==> src/rtl/rv_pkg.sv <==
// Shared constants and types for the load/store unit.
// Contents: RISC-V LOAD/STORE opcodes, funct3 width selects, LSU FSM state enum.
// No ports; imported by rv_lsu and rv_lsu_align.
package rv_pkg;

  localparam logic [6:0] OP_LOAD  = 7'b0000011;
  localparam logic [6:0] OP_STORE = 7'b0100011;

  localparam logic [2:0] F3_B  = 3'b000;
  localparam logic [2:0] F3_H  = 3'b001;
  localparam logic [2:0] F3_W  = 3'b010;
  localparam logic [2:0] F3_BU = 3'b100;
  localparam logic [2:0] F3_HU = 3'b101;

  typedef enum logic [2:0] {
    IDLE,
    REQ,
    WAIT,
    DONE,
    FAULT
  } lsu_state_t;

endpackage

==> src/rtl/rv_lsu_align.sv <==
// Combinational lane logic for the LSU: load extraction with sign/zero extension,
// store lane replication with byte enables, and illegal/misaligned access detection.
// Ports: i_is_store, i_funct3, i_off (addr[1:0]), i_store_data, i_rdata -> o_wdata, o_be, o_load_data, o_illegal.
module rv_lsu_align
  import rv_pkg::*;
#(
  parameter int WIDTH = 32
) (
  input  logic             i_is_store,
  input  logic [2:0]       i_funct3,
  input  logic [1:0]       i_off,
  input  logic [WIDTH-1:0] i_store_data,
  input  logic [WIDTH-1:0] i_rdata,
  output logic [WIDTH-1:0] o_wdata,
  output logic [3:0]       o_be,
  output logic [WIDTH-1:0] o_load_data,
  output logic             o_illegal
);

  logic [7:0]  w_byte;
  logic [15:0] w_half;

  // Load extraction: select the addressed byte/half out of the raw word.
  always_comb begin
    w_byte      = i_rdata[{i_off, 3'b000} +: 8];
    w_half      = i_off[1] ? i_rdata[31:16] : i_rdata[15:0];
    o_load_data = i_rdata;
    case (i_funct3)
      F3_B:    o_load_data = {{(WIDTH-8){w_byte[7]}}, w_byte};
      F3_BU:   o_load_data = {{(WIDTH-8){1'b0}}, w_byte};
      F3_H:    o_load_data = {{(WIDTH-16){w_half[15]}}, w_half};
      F3_HU:   o_load_data = {{(WIDTH-16){1'b0}}, w_half};
      default: o_load_data = i_rdata;
    endcase
  end

  // Store lanes: data is replicated across the word so the byte enables alone
  // pick the destination lane.
  always_comb begin
    o_wdata = i_store_data;
    o_be    = 4'b1111;
    case (i_funct3[1:0])
      2'b00: begin
        o_wdata = {4{i_store_data[7:0]}};
        o_be    = 4'b0001 << i_off;
      end
      2'b01: begin
        o_wdata = {2{i_store_data[15:0]}};
        o_be    = i_off[1] ? 4'b1100 : 4'b0011;
      end
      default: begin
        o_wdata = i_store_data;
        o_be    = 4'b1111;
      end
    endcase
    if (!i_is_store) o_be = 4'b0000;
  end

  // Illegal encodings plus natural-alignment check for half/word accesses.
  always_comb begin
    if (i_is_store) o_illegal = (i_funct3 >= 3'b011);
    else            o_illegal = (i_funct3 == 3'b011) || (i_funct3[2:1] == 2'b11);
    if ((i_funct3[1:0] == 2'b01) && i_off[0])         o_illegal = 1'b1;
    if ((i_funct3[1:0] == 2'b10) && (i_off != 2'b00)) o_illegal = 1'b1;
  end

endmodule

==> src/rtl/rv_lsu.sv <==
// Load/store unit: one request/response transaction per LOAD/STORE, aligned load data to Mem_data.
// Ports: clk/rst; start/opcode/funct3/addr/store_data from execute; busy/done/fault/Mem_data to pipeline;
//        mem_req_* / mem_we / mem_addr / mem_wdata / mem_be / mem_rsp_* to the data-memory port.
module rv_lsu
  import rv_pkg::*;
#(
  parameter int WIDTH = 32
) (
  input  logic             clk,
  input  logic             rst,
  input  logic             start,
  input  logic [6:0]       opcode,
  input  logic [2:0]       funct3,
  input  logic [WIDTH-1:0] addr,
  input  logic [WIDTH-1:0] store_data,
  output logic             busy,
  output logic             done,
  output logic             fault,
  output logic [WIDTH-1:0] Mem_data,
  output logic             mem_req_valid,
  input  logic             mem_req_ready,
  output logic             mem_we,
  output logic [WIDTH-1:0] mem_addr,
  output logic [WIDTH-1:0] mem_wdata,
  output logic [3:0]       mem_be,
  input  logic             mem_rsp_valid,
  input  logic [WIDTH-1:0] mem_rsp_rdata
);

  lsu_state_t       r_state;
  lsu_state_t       w_next;
  logic [6:0]       r_opcode;
  logic [2:0]       r_funct3;
  logic [WIDTH-1:0] r_addr;
  logic [WIDTH-1:0] r_store_data;
  logic [WIDTH-1:0] r_mem_data;

  logic             w_idle;
  logic             w_mem_op;
  logic             w_r_store;
  logic             w_sel_store;
  logic [2:0]       w_sel_funct3;
  logic [1:0]       w_sel_off;
  logic [WIDTH-1:0] w_sel_sdata;
  logic [WIDTH-1:0] w_wdata;
  logic [3:0]       w_be;
  logic [WIDTH-1:0] w_load_data;
  logic             w_illegal;

  assign w_idle    = (r_state == IDLE);
  assign w_mem_op  = (opcode == OP_LOAD) || (opcode == OP_STORE);
  assign w_r_store = (r_opcode == OP_STORE);

  // One align block serves both phases: in IDLE it classifies the incoming
  // instruction (legality decides REQ vs FAULT), afterwards it works on the
  // latched request. Its data outputs are only consumed outside IDLE.
  assign w_sel_store  = w_idle ? (opcode == OP_STORE) : w_r_store;
  assign w_sel_funct3 = w_idle ? funct3 : r_funct3;
  assign w_sel_off    = w_idle ? addr[1:0] : r_addr[1:0];
  assign w_sel_sdata  = w_idle ? store_data : r_store_data;

  rv_lsu_align #(.WIDTH(WIDTH)) u_align (
    .i_is_store   (w_sel_store),
    .i_funct3     (w_sel_funct3),
    .i_off        (w_sel_off),
    .i_store_data (w_sel_sdata),
    .i_rdata      (mem_rsp_rdata),
    .o_wdata      (w_wdata),
    .o_be         (w_be),
    .o_load_data  (w_load_data),
    .o_illegal    (w_illegal)
  );

  always_ff @(posedge clk or posedge rst) begin
    if (rst) begin
      r_state      <= IDLE;
      r_opcode     <= '0;
      r_funct3     <= '0;
      r_addr       <= '0;
      r_store_data <= '0;
      r_mem_data   <= '0;
    end else begin
      r_state <= w_next;
      // Fields only load from IDLE, so a start while busy cannot disturb them.
      if (w_idle && start && w_mem_op) begin
        r_opcode     <= opcode;
        r_funct3     <= funct3;
        r_addr       <= addr;
        r_store_data <= store_data;
      end
      if ((r_state == WAIT) && mem_rsp_valid) r_mem_data <= w_load_data;
    end
  end

  always_comb begin
    w_next        = r_state;
    busy          = !w_idle;
    done          = 1'b0;
    fault         = 1'b0;
    mem_req_valid = 1'b0;
    mem_we        = 1'b0;
    mem_addr      = '0;
    mem_wdata     = '0;
    mem_be        = 4'b0000;
    case (r_state)
      IDLE: begin
        if (start && w_mem_op) w_next = w_illegal ? FAULT : REQ;
      end
      REQ: begin
        mem_req_valid = 1'b1;
        mem_we        = w_r_store;
        mem_addr      = {r_addr[WIDTH-1:2], 2'b00};
        mem_wdata     = w_wdata;
        mem_be        = w_be;
        if (mem_req_ready) w_next = w_r_store ? DONE : WAIT;
      end
      WAIT: begin
        if (mem_rsp_valid) w_next = DONE;
      end
      DONE: begin
        done   = 1'b1;
        w_next = IDLE;
      end
      FAULT: begin
        fault  = 1'b1;
        w_next = IDLE;
      end
      default: w_next = IDLE;
    endcase
  end

  assign Mem_data = r_mem_data;

endmodule

==> config.mk <==
export PLATFORM = sky130hd
export DESIGN_NAME = rv_lsu
export DESIGN_NICKNAME = d
export VERILOG_FILES = /design/src/rtl/rv_pkg.sv /design/src/rtl/rv_lsu_align.sv /design/src/rtl/rv_lsu.sv
export SDC_FILE = /design/constraint.sdc
export NUM_CORES = 1
export LEC_CHECK = 0
export ABC_AREA = 1
export CAP_MARGIN = 40
export CORE_AREA = 2 2 116 129
export CTS_CLUSTER_SIZE = 24
export DETAILED_ROUTE_END_ITERATION = 10
export DIE_AREA = 0 0 118 131
export PLACE_DENSITY = 0.79
export SYNTH_ARGS = -nofsm -noshare
export SYNTH_HDL_FRONTEND = slang
export SYNTH_SLANG_ARGS = --single-unit
==> constraint.sdc <==
create_clock -name clk -period 4.45 [get_ports clk]
set_input_delay 0.89 -clock clk [delete_from_list [all_inputs] [get_ports clk]]
set_output_delay 0.89 -clock clk [all_outputs]
set_load 0.03 [all_outputs]
==> summary.txt <==
Die ar. -> 15,500 um^2
Congestion Overflow GR -> 0
Area of the multi-input gates -> 2750 um^2
Vias in the first global route -> 5,878
Clock latency on the worst-skew pair -> 360 ps
Final Setup Violations -> 0
Fill cell count -> 1,272
Final WL -> 18.8 mm
Initial antenna violation count -> 0
Tcrit/Tclk final -> 92.5%
Synth cell types -> 36
Total track usage -> 24.3%
Storage cell area -> 2730 um^2
Core Footprint -> 14,200 um^2
DP Wirelength -> 13.7 mm
Worst slew pin tran -> 900 ps
Fin crit period -> 4110 ps
Required time of the critical path -> 3560 ps
IO buf count -> 213
Dpl cells -> 1,281
Drc violations -> 0
Resized Gates After CTS -> 0
Status -> completed
Post-Layout Cell Count -> 1,297
MaxCap Viol Count -> 0
CTS tree -> built
DR vias -> 6,322
Final core occ -> 62.3%
Chip Height -> 131 um
Critical Path Source Type -> primary input
CTS clock-pin slew for the worst setup and hold paths -> 80 ps
Fmax -> 0.243 GHz
Share of cells above drive strength 1 -> 8.78%
EDFF count, synth -> 0
Most common cell after layout, fill and taps aside -> nand2_1
Register area share after synthesis -> 43.0%
Row count -> 46
Clk buf depth -> 2
Slew headroom -> 39.9%
Hold buffers post-CTS -> 0
Hold crit path type -> reg -> reg
Pins over their slew limit -> 0
Root Buffer -> clkbuf_16
Most frequent cells in the layout -> 247 x nand2_1, 203 x clkdlybuf4s50_1, 159 x inv_1, 138 x o21ai_0, 109 x dfrtp_1
Synthesis-to-layout area growth -> 39.4%
Synth Instances -> 911
Warnings, synthesis -> 0
Final net count -> 1,211
Clk sinks -> 109
Worst EP arrival -> 3220 ps
Drt pass-1 iters -> 5
Placer Congestion -> 0.935
Crit Path Category -> in -> out
Antenna Cells -> 0
PwrDens -> 514 nW/um^2
Worst-path fanout max -> 16
Initial core utilization -> 44.6%
DR iter-0 viols -> 601
Clock buffers created by TritonCTS -> 9
Peak VDD IR -> 0.000265 V
Vias/cell -> 4.87
DRT antenna net count -> 0
Setup tns final -> 0 ps
Io pins -> 216
Worst hold slack -> 479 ps
Flops & latches, synth -> 109
Crit end category -> output pin
WL per Instance -> 14.5 um
Largest net degree at the start of global routing -> 105
First-pass GRT wire length -> 29.7 mm
Asr flop ratio synth -> 100%
RSZ-0062 raised after global routing -> false
Leak pwr -> 4.53 nW
Post-CTS setup buffer count -> 0
Die Wd -> 118 um
Syn avg cell area -> 6.97 um^2
Post-Syn Area -> 6350 um^2
# H-tree levels -> 3
Top_reg_cell synth -> dfrtp_1
Final hold viol count -> 0
Skew final -> 9.51 ps
==> stage by stage <==
step | total power, W | setup WS [ps] | cell area [um^2]
floorplan | 0.00286 | 686 | 6350
global placement | 0.00372 | 447 | 8540
detailed placement | 0.00376 | 398 | 8560
CTS | 0.00458 | 385 | 8850
global route | 0.00484 | 267 | 8850
finish | 0.00455 | 335 | 8850
==> area by class of cell <==
class                      instances  share of cell area, %
clock inverter                     7                  0.749
inverter                         166                   7.13
timing repair buffer             226                   25.0
clock buffer                       9                   2.54
multi-input combinational        588                   31.0
tap                              192                   2.71
sequential                       109                   30.8
==> flip-flops by register name, summed over array words and instances, names as in the netlist <==
signal / flops
r_addr: 32
Mem_data: 32
r_opcode: 7
r_state: 3
r_funct3: 3
r_store_data: 32
==> per-layer routing <==
layer  vias to the layer above  wire length [um]  global-route usage [%]
li1                       3151                 -                       -
met1                      2858              8080                    31.7
met2                       280              8650                    39.2
met3                        33              1550                    6.16
met4                         0               488                    9.43
met5                         -                 0                       0
==> report_power, final <==
part / leakage, nW / switching [W] / internal, W
clock: 0.141 / 0.000408 / 0.000393
combinational: 3.13 / 0.00143 / 0.000881
sequential: 1.26 / 0.000139 / 0.00130
total: 4.53 / 0.00197 / 0.00258
==> worst max-delay path, cell delays in order <==
cell and delay [ps]:
clkdlybuf4s50_1 470, nand3b_1 150, nand2_4 150, nand2_2 310
inv_1 200, a21oi_1 220, o211a_1 180, clkdlybuf4s50_1 660
==> cells by family (layout without fill, tap and decap cells) <==
kind of cell	Yosys count	after routing	share of synthesized area, %
other	1	2	0.0591
and+or+nand+nor	406	406	28.1
AOI/OAI and AO/OA	180	180	14.9
buffers and inverters	215	408	13.9
DFF	109	109	43.0
==> Yosys cell counts, types with 2 or more instances <==
cell type,count,share of area [%]
nand3_1,24,1.9
o21ai_2,2,0.28
nor3_1,7,0.55
inv_4,2,0.20
o211a_1,2,0.32
inv_1,160,9.5
o21ai_0,138,11
a211oi_1,4,0.47
a21o_1,2,0.24
inv_2,4,0.24
nand2_2,6,0.59
or2_2,18,1.8
o22ai_1,3,0.30
clkbuf_1,16,0.95
nand2_4,6,1.1
nand3b_1,2,0.24
a221oi_1,2,0.28
dfrtp_1,109,43
nand2_1,247,15
o21ai_1,3,0.24
buf_6,4,0.71
nor2_2,4,0.39
nor2_1,76,4.5
buf_1,4,0.24
nor3_2,2,0.32
a21oi_1,23,1.8
buf_4,4,0.47
nand3_2,9,1.4
buf_2,21,1.7
==> worst paths after layout <==
check                                        start                 endpoint  slack (ps)  depth (start not counted)
max                                      funct3[1]            mem_wdata[31]         340                          8
min                        r_opcode[5]$_DFFE_PP0P_  r_opcode[5]$_DFFE_PP0P_         480                          2
max reg2reg                 r_state[1]$_DFFE_PP0P_  Mem_data[4]$_DFFE_PP0P_        2000                         10
min reg2reg                r_opcode[5]$_DFFE_PP0P_  r_opcode[5]$_DFFE_PP0P_         480                          2
max in group asynchronous                      rst   r_addr[20]$_DFFE_PP0P_        2570                          3
min in group asynchronous                      rst  Mem_data[2]$_DFFE_PP0P_        1040                          2
Power figures use the tool's default switching activity.
